## src/rtl/encode_var_seq_pkg.sv

```systemverilog
// encode_var_seq_pkg: shared definitions for the variable-width binary encode/decode family.
//   - enc_state_e        : sequencer state encoding (ST_IDLE, ST_EMIT)
//   - DATA_BITS_DEFAULT  : default index width
//   - DCD_BITS_DEFAULT   : default vector width
//   - ENC_VAR_WIDTH_CHECK: elaboration guard, DCD_BITS must equal 2**DATA_BITS

`ifndef ENCODE_VAR_SEQ_PKG_SV
`define ENCODE_VAR_SEQ_PKG_SV

// Use inside a module body; elaboration stops when the widths disagree.
`define ENC_VAR_WIDTH_CHECK(DB, CB) \
    if ((CB) != (1 << (DB))) begin : g_width_check \
        $error("DCD_BITS must equal 2**DATA_BITS"); \
    end

package encode_var_seq_pkg;

    localparam int unsigned DATA_BITS_DEFAULT = 4;
    localparam int unsigned DCD_BITS_DEFAULT  = 1 << DATA_BITS_DEFAULT;

    typedef enum logic {
        ST_IDLE = 1'b0,
        ST_EMIT = 1'b1
    } enc_state_e;

endpackage

`endif

```

## src/rtl/enc_lsb_find.sv

```systemverilog
// enc_lsb_find: combinational lowest-set-bit finder.
//   vec_i  [DCD_BITS]  : input vector
//   idx_o  [DATA_BITS] : index of the lowest set bit (0 when vec_i is all zero)
//   any_o              : at least one bit of vec_i is set

module enc_lsb_find #(
    parameter int unsigned DATA_BITS = 4,
    parameter int unsigned DCD_BITS  = 16
) (
    input  logic [DCD_BITS-1:0]  vec_i,
    output logic [DATA_BITS-1:0] idx_o,
    output logic                 any_o
);

    // Scan from the top down so the lowest set bit is the last to write idx_o.
    always_comb begin
        idx_o = '0;
        for (int i = int'(DCD_BITS) - 1; i >= 0; i--) begin
            if (vec_i[i]) begin
                idx_o = DATA_BITS'(i);
            end
        end
    end

    assign any_o = |vec_i;

endmodule

```

## src/rtl/encode_var_seq.sv

```systemverilog
// encode_var_seq: latches a one-/multi-hot vector and streams the index of each set bit,
// lowest first, one per valid/ready beat.
//   clk, rst_n            : clock, asynchronous active-low reset
//   dcd_in/valid/ready    : input vector handshake (accepts only in IDLE)
//   data_out/valid/ready  : binary index stream
//   data_last             : current beat is the final set bit of the vector
//   zero_err              : one-cycle pulse after an all-zero vector is accepted
//   busy                  : high while emitting

module encode_var_seq
    import encode_var_seq_pkg::*;
#(
    parameter int unsigned DATA_BITS = DATA_BITS_DEFAULT,
    parameter int unsigned DCD_BITS  = DCD_BITS_DEFAULT
) (
    input  logic                 clk,
    input  logic                 rst_n,
    input  logic [DCD_BITS-1:0]  dcd_in,
    input  logic                 dcd_valid,
    output logic                 dcd_ready,
    output logic [DATA_BITS-1:0] data_out,
    output logic                 data_valid,
    input  logic                 data_ready,
    output logic                 data_last,
    output logic                 zero_err,
    output logic                 busy
);

    `ENC_VAR_WIDTH_CHECK(DATA_BITS, DCD_BITS)

    enc_state_e           state_q;
    logic [DCD_BITS-1:0]  pending_q;
    logic                 zero_err_q;

    logic [DATA_BITS-1:0] lsb_idx;
    logic                 lsb_any;
    logic [DCD_BITS-1:0]  lsb_mask;
    logic                 single;

    enc_lsb_find #(
        .DATA_BITS (DATA_BITS),
        .DCD_BITS  (DCD_BITS)
    ) u_lsb_find (
        .vec_i (pending_q),
        .idx_o (lsb_idx),
        .any_o (lsb_any)
    );

    assign lsb_mask = DCD_BITS'(1) << lsb_idx;
    // Exactly one bit left: clearing the lowest leaves nothing.
    assign single   = lsb_any && ((pending_q & ~lsb_mask) == '0);

    always_ff @(posedge clk or negedge rst_n) begin
        if (!rst_n) begin
            state_q    <= ST_IDLE;
            pending_q  <= '0;
            zero_err_q <= 1'b0;
        end else begin
            zero_err_q <= 1'b0;
            unique case (state_q)
                ST_IDLE: begin
                    if (dcd_valid) begin
                        if (dcd_in != '0) begin
                            pending_q <= dcd_in;
                            state_q   <= ST_EMIT;
                        end else begin
                            zero_err_q <= 1'b1;
                        end
                    end
                end
                ST_EMIT: begin
                    if (data_ready) begin
                        pending_q <= pending_q & ~lsb_mask;
                        if (single) begin
                            state_q <= ST_IDLE;
                        end
                    end
                end
                default: state_q <= ST_IDLE;
            endcase
        end
    end

    // All outputs derive from state_q/pending_q/zero_err_q only.
    assign dcd_ready  = (state_q == ST_IDLE);
    assign busy       = (state_q == ST_EMIT);
    assign data_valid = (state_q == ST_EMIT);
    assign data_out   = lsb_idx;
    assign data_last  = (state_q == ST_EMIT) && single;
    assign zero_err   = zero_err_q;

endmodule
```

## config.mk

```make
export PLATFORM = sky130hd
export DESIGN_NAME = encode_var_seq
export DESIGN_NICKNAME = d
export VERILOG_FILES = /design/src/rtl/encode_var_seq_pkg.sv /design/src/rtl/enc_lsb_find.sv /design/src/rtl/encode_var_seq.sv
export SDC_FILE = /design/constraint.sdc
export NUM_CORES = 1
export LEC_CHECK = 0
export ABC_CLOCK_PERIOD_IN_PS = 2600
export BUFFER_PORTS_ARGS = -buffer_cell sky130_fd_sc_hd__buf_2
export CAP_MARGIN = 20
export CORE_MARGIN = 2
export CORE_UTILIZATION = 51
export DETAILED_ROUTE_END_ITERATION = 6
export PLACE_DENSITY = 0.75
export SLEW_MARGIN = 25
export SYNTH_ARGS = -nofsm -noshare
export SYNTH_HDL_FRONTEND = slang
export SYNTH_SLANG_ARGS = --single-unit
```

## constraint.sdc

```tcl
create_clock -name clk -period 2.6 [get_ports clk]
set_clock_uncertainty 0.05 [all_clocks]
set_input_delay 0.39 -clock clk [delete_from_list [all_inputs] [get_ports clk]]
set_output_delay 0.39 -clock clk [all_outputs]
set_load 0.02 [all_outputs]
```

==> metrics.md <==
| Metric | Value |
|---|---|
| Largest net degree at the start of global routing | 20 |
| Clock transition at path regs | roughly 0.12 ns |
| Worst rel slew slack | 0.671 |
| Peak VDD IR | 1.01 mV |
| Busiest grt layer | met2 |
| Worst-margin pin slew | approximately 0.49 ns |
| Worst Setup Start Kind | flop |
| Worst Setup Path Type | reg2out |
| Min cycle time layout | 2.87 ns |
| WP buf/inv | 2 |
| Bufs on Longest Clock Path | 2 |
| Die area | 0.00318 mm^2 |
| Post-route ant nets | 0 |
| First-iteration detailed-routing DRC count | 153 |
| CP Max Fanout | 7 |
| Setup TNS | -0.266 ns |
| Starting density of the core | 0.550 |
| Top post-synthesis cells by area | dfrtp_1 32%, a22o_1 8.1%, nand2_1 5.6% |
| GR Layer Usage met2 | 0.516 |
| CTS tree | built |
| Tcrit/Tclk final | 1.10 |
| M3 GR Usage | 0.0714 |
| ANT cells | 0 |
| Max Clock Freq | between 300 and 400 MHz |
| Clock root cell | clkbuf_4 |
| Remaining Overflow, GRT | 0 |
| Post-synthesis cell type count | 50 |
| Rows | 18 |
| Core footprint | ~0.0025 mm^2 |
| Status | finished, violations left |
| Post-route DRC | 0 |
| Placer's final routability congestion estimate | 0.953 |
| Synth warnings | 0 |
| PortBufs | 28 |
| Family with the most delay on the worst path | compound AO/OA/AOI/OAI gates |
| Vias per inst | 6.54 |
| Cells after Synth | ~160 |
| Fin. Hold Viols | 0 |
| Worst endpoint data arrival time | 2.43 ns |
| Routing usage on met1 | 0.429 |
| H-tree Lvls | 1 |
| Critical-path top delay cell | dfrtp_2 |
| Worst Setup Slack, final | -0.266 ns |
| Boundary pin count | 29 |
| Yosys reg bits | 18 |
| Type of the most critical hold path | in2reg |
| Net count after synthesis | 181 |
| Largest area contributor in the netlist | dfrtp_1 |
| TritonRoute pass-1 iters | 5 |
| Power per Cell Area | between 1500 and 2000 mW/mm^2 |
| Post-synth top area share | 0.322 |
| Num CTS Buffers | 3 |
| Vias | about 1600 |
| CTS Sinks | 18 |
| Final WL | 4980 um |
| Avg WL per Cell | 19.9 um |
| Critical Path RT | 2.16 ns |
| Worst skew pair latency | roughly 0.32 ns |
| Layout cells sized above 1 | 0.409 |
| Async SR Flop Fraction | 1.00 |
| Max-Cap Viols | 0 |
| Mapped Area | 0.00140 mm^2 |
| Seq/Total Area, Yosys | 0.322 |
| Endpoints failing setup | 1 |
| Slowest Stage Delay on Critical Path | between 0.4 and 0.5 ns |
| Synth Flop Type | dfrtp_1 |
| Detailed Place HPWL | about 3700 um |
| Die H | 56.4 um |
| Number of flops mapped to enable cells by yosys | 0 |
| Layout overhead on the synthesized area | 35.4% |
| Vias in the first global route | ~1600 |
| Die width | approximately 56 um |
| Final Max Tran Viols | 0 |
| Crit-path cells | nor2_2 -> o31a_1 -> o22ai_4 -> buf_4 -> nor2_4 -> nand2_1 -> a221o_1 -> nor3_2 -> buf_4 |
| All-Layer GR Usage | 0.331 |
| RSZ-0062 raised after global routing | true |
| Initial antenna violation count | 0 |
| Power, Total | 0.00321 W |
| Leak | roughly 0.9 nW |
| Final core occ | 0.744 |
| First-pass GRT wire length | 8070 um |
| Mapped Avg Cell Area | 8.69 um^2 |
| Final net count | 241 |
| # placed instances | approximately 240 |
| CP dominant cell by count | buf_4 |
| Failing checks | negative setup slack |
| Post-route insts no fill | 250 |
| Endpoint class of the critical path | output pin |
==> worst reg2reg max path, stage by stage (launching register included) <==
cell and delay, ns:
dfrtp_1 0.49, inv_1 0.11, a221o_1 0.45, a21o_2 0.23, o31a_1 0.26, o21ai_2 0.17, buf_4 0.12, nand4_1 0.10
o32a_1 0.37
==> cell usage after synthesis, drive strengths merged (3+ instances only) <==
| cell type | n |
|---|---|
| mux2i | 3 |
| nand3 | 5 |
| nand2b | 3 |
| nand2 | 21 |
| o31a | 4 |
| inv | 4 |
| a22o | 13 |
| o21ai | 12 |
| a21o | 5 |
| a21oi | 6 |
| nor3 | 3 |
| nor4 | 8 |
| nor2 | 17 |
| buf | 5 |
| dfrtp | 18 |
==> path summary, 6_finish.rpt <==
kind | slack, ns | depth (start not counted) | startpoint | end
max | -0.27 | 9 | pending_q[3] | data_last
min | 0.23 | 3 | dcd_in[10] | pending_q[10]
max reg2reg | 0.15 | 8 | pending_q[11] | busy
min reg2reg | 0.52 | 1 | pending_q[14] | pending_q[14]
max in group asynchronous | 1.66 | 2 | rst_n | pending_q[7]
min in group asynchronous | 0.48 | 2 | rst_n | pending_q[3]
==> cell usage in the layout (no fill, tap or decap), drive strengths merged, types with 3 or more instances in the layout <==
master	Yosys	final
nand2b	3	3
o21ai	12	12
buf	5	60
a21o	5	5
nor4	8	8
a22o	13	13
dfrtp	18	18
mux2i	3	3
o31a	4	4
a21oi	6	6
clkbuf	0	4
nor2	17	17
inv	4	4
nand3	5	5
nand2	21	21
nor3	3	3
==> routing by layer <==
| metal | vias up | wire length, um |
|---|---|---|
| li1 | 735 | - |
| met1 | 777 | 2020 |
| met2 | 102 | 2300 |
| met3 | 22 | 481 |
| met4 | 0 | 178 |
| met5 | - | 0 |
==> logic make-up after synthesis <==
logic type,share of synthesized area
AO/OA/AOI/OAI,0.324
buffers and inverters,0.0546
multiplexers,0.0215
flip-flops,0.322
AND/OR/NAND/NOR,0.278
==> cell type report <==
cell class / instances / area, um^2
fillers: 207 / 651
well taps: 30 / 37.5
multi-input cells: 133 / 957
clock buffers: 4 / 36.3
inverters: 4 / 15.0
flip-flops and latches: 18 / 455
repair buffers: 61 / 393
==> stage by stage <==
| step | area, um^2 | hold slack [ns] | worst slack (ns) |
|---|---|---|---|
| after floorplan | 1420 | 0.0444 | 0.0534 |
| after global placement | 1700 | 0.298 | -0.103 |
| after detailed placement | 1700 | 0.304 | -0.0885 |
| after global routing | 1890 | 0.239 | -0.400 |
| final | 1890 | 0.226 | -0.266 |
| after CTS | 1860 | 0.220 | -0.209 |
==> sequential cells by signal, indices dropped and copies added, names as in the netlist <==
name and cells:
busy 1, zero_err 1, pending_q 16
==> power by group <==
group,internal [W],total (W),switching (W)
combinational,0.00113,0.00243,0.00131
clock,0.0000857,0.000185,0.0000992
sequential,0.000392,0.000589,0.000197
==> timing repair <==
action,in CTS,in global routing
pin swaps,9,3
cloned,0,0
gates resized for setup,16,2
setup endpoints to repair,1,1
hold buffers,1,0
setup buffers,7,3
hold endpoints to repair,18,0
(Power assumes the default switching activity.)
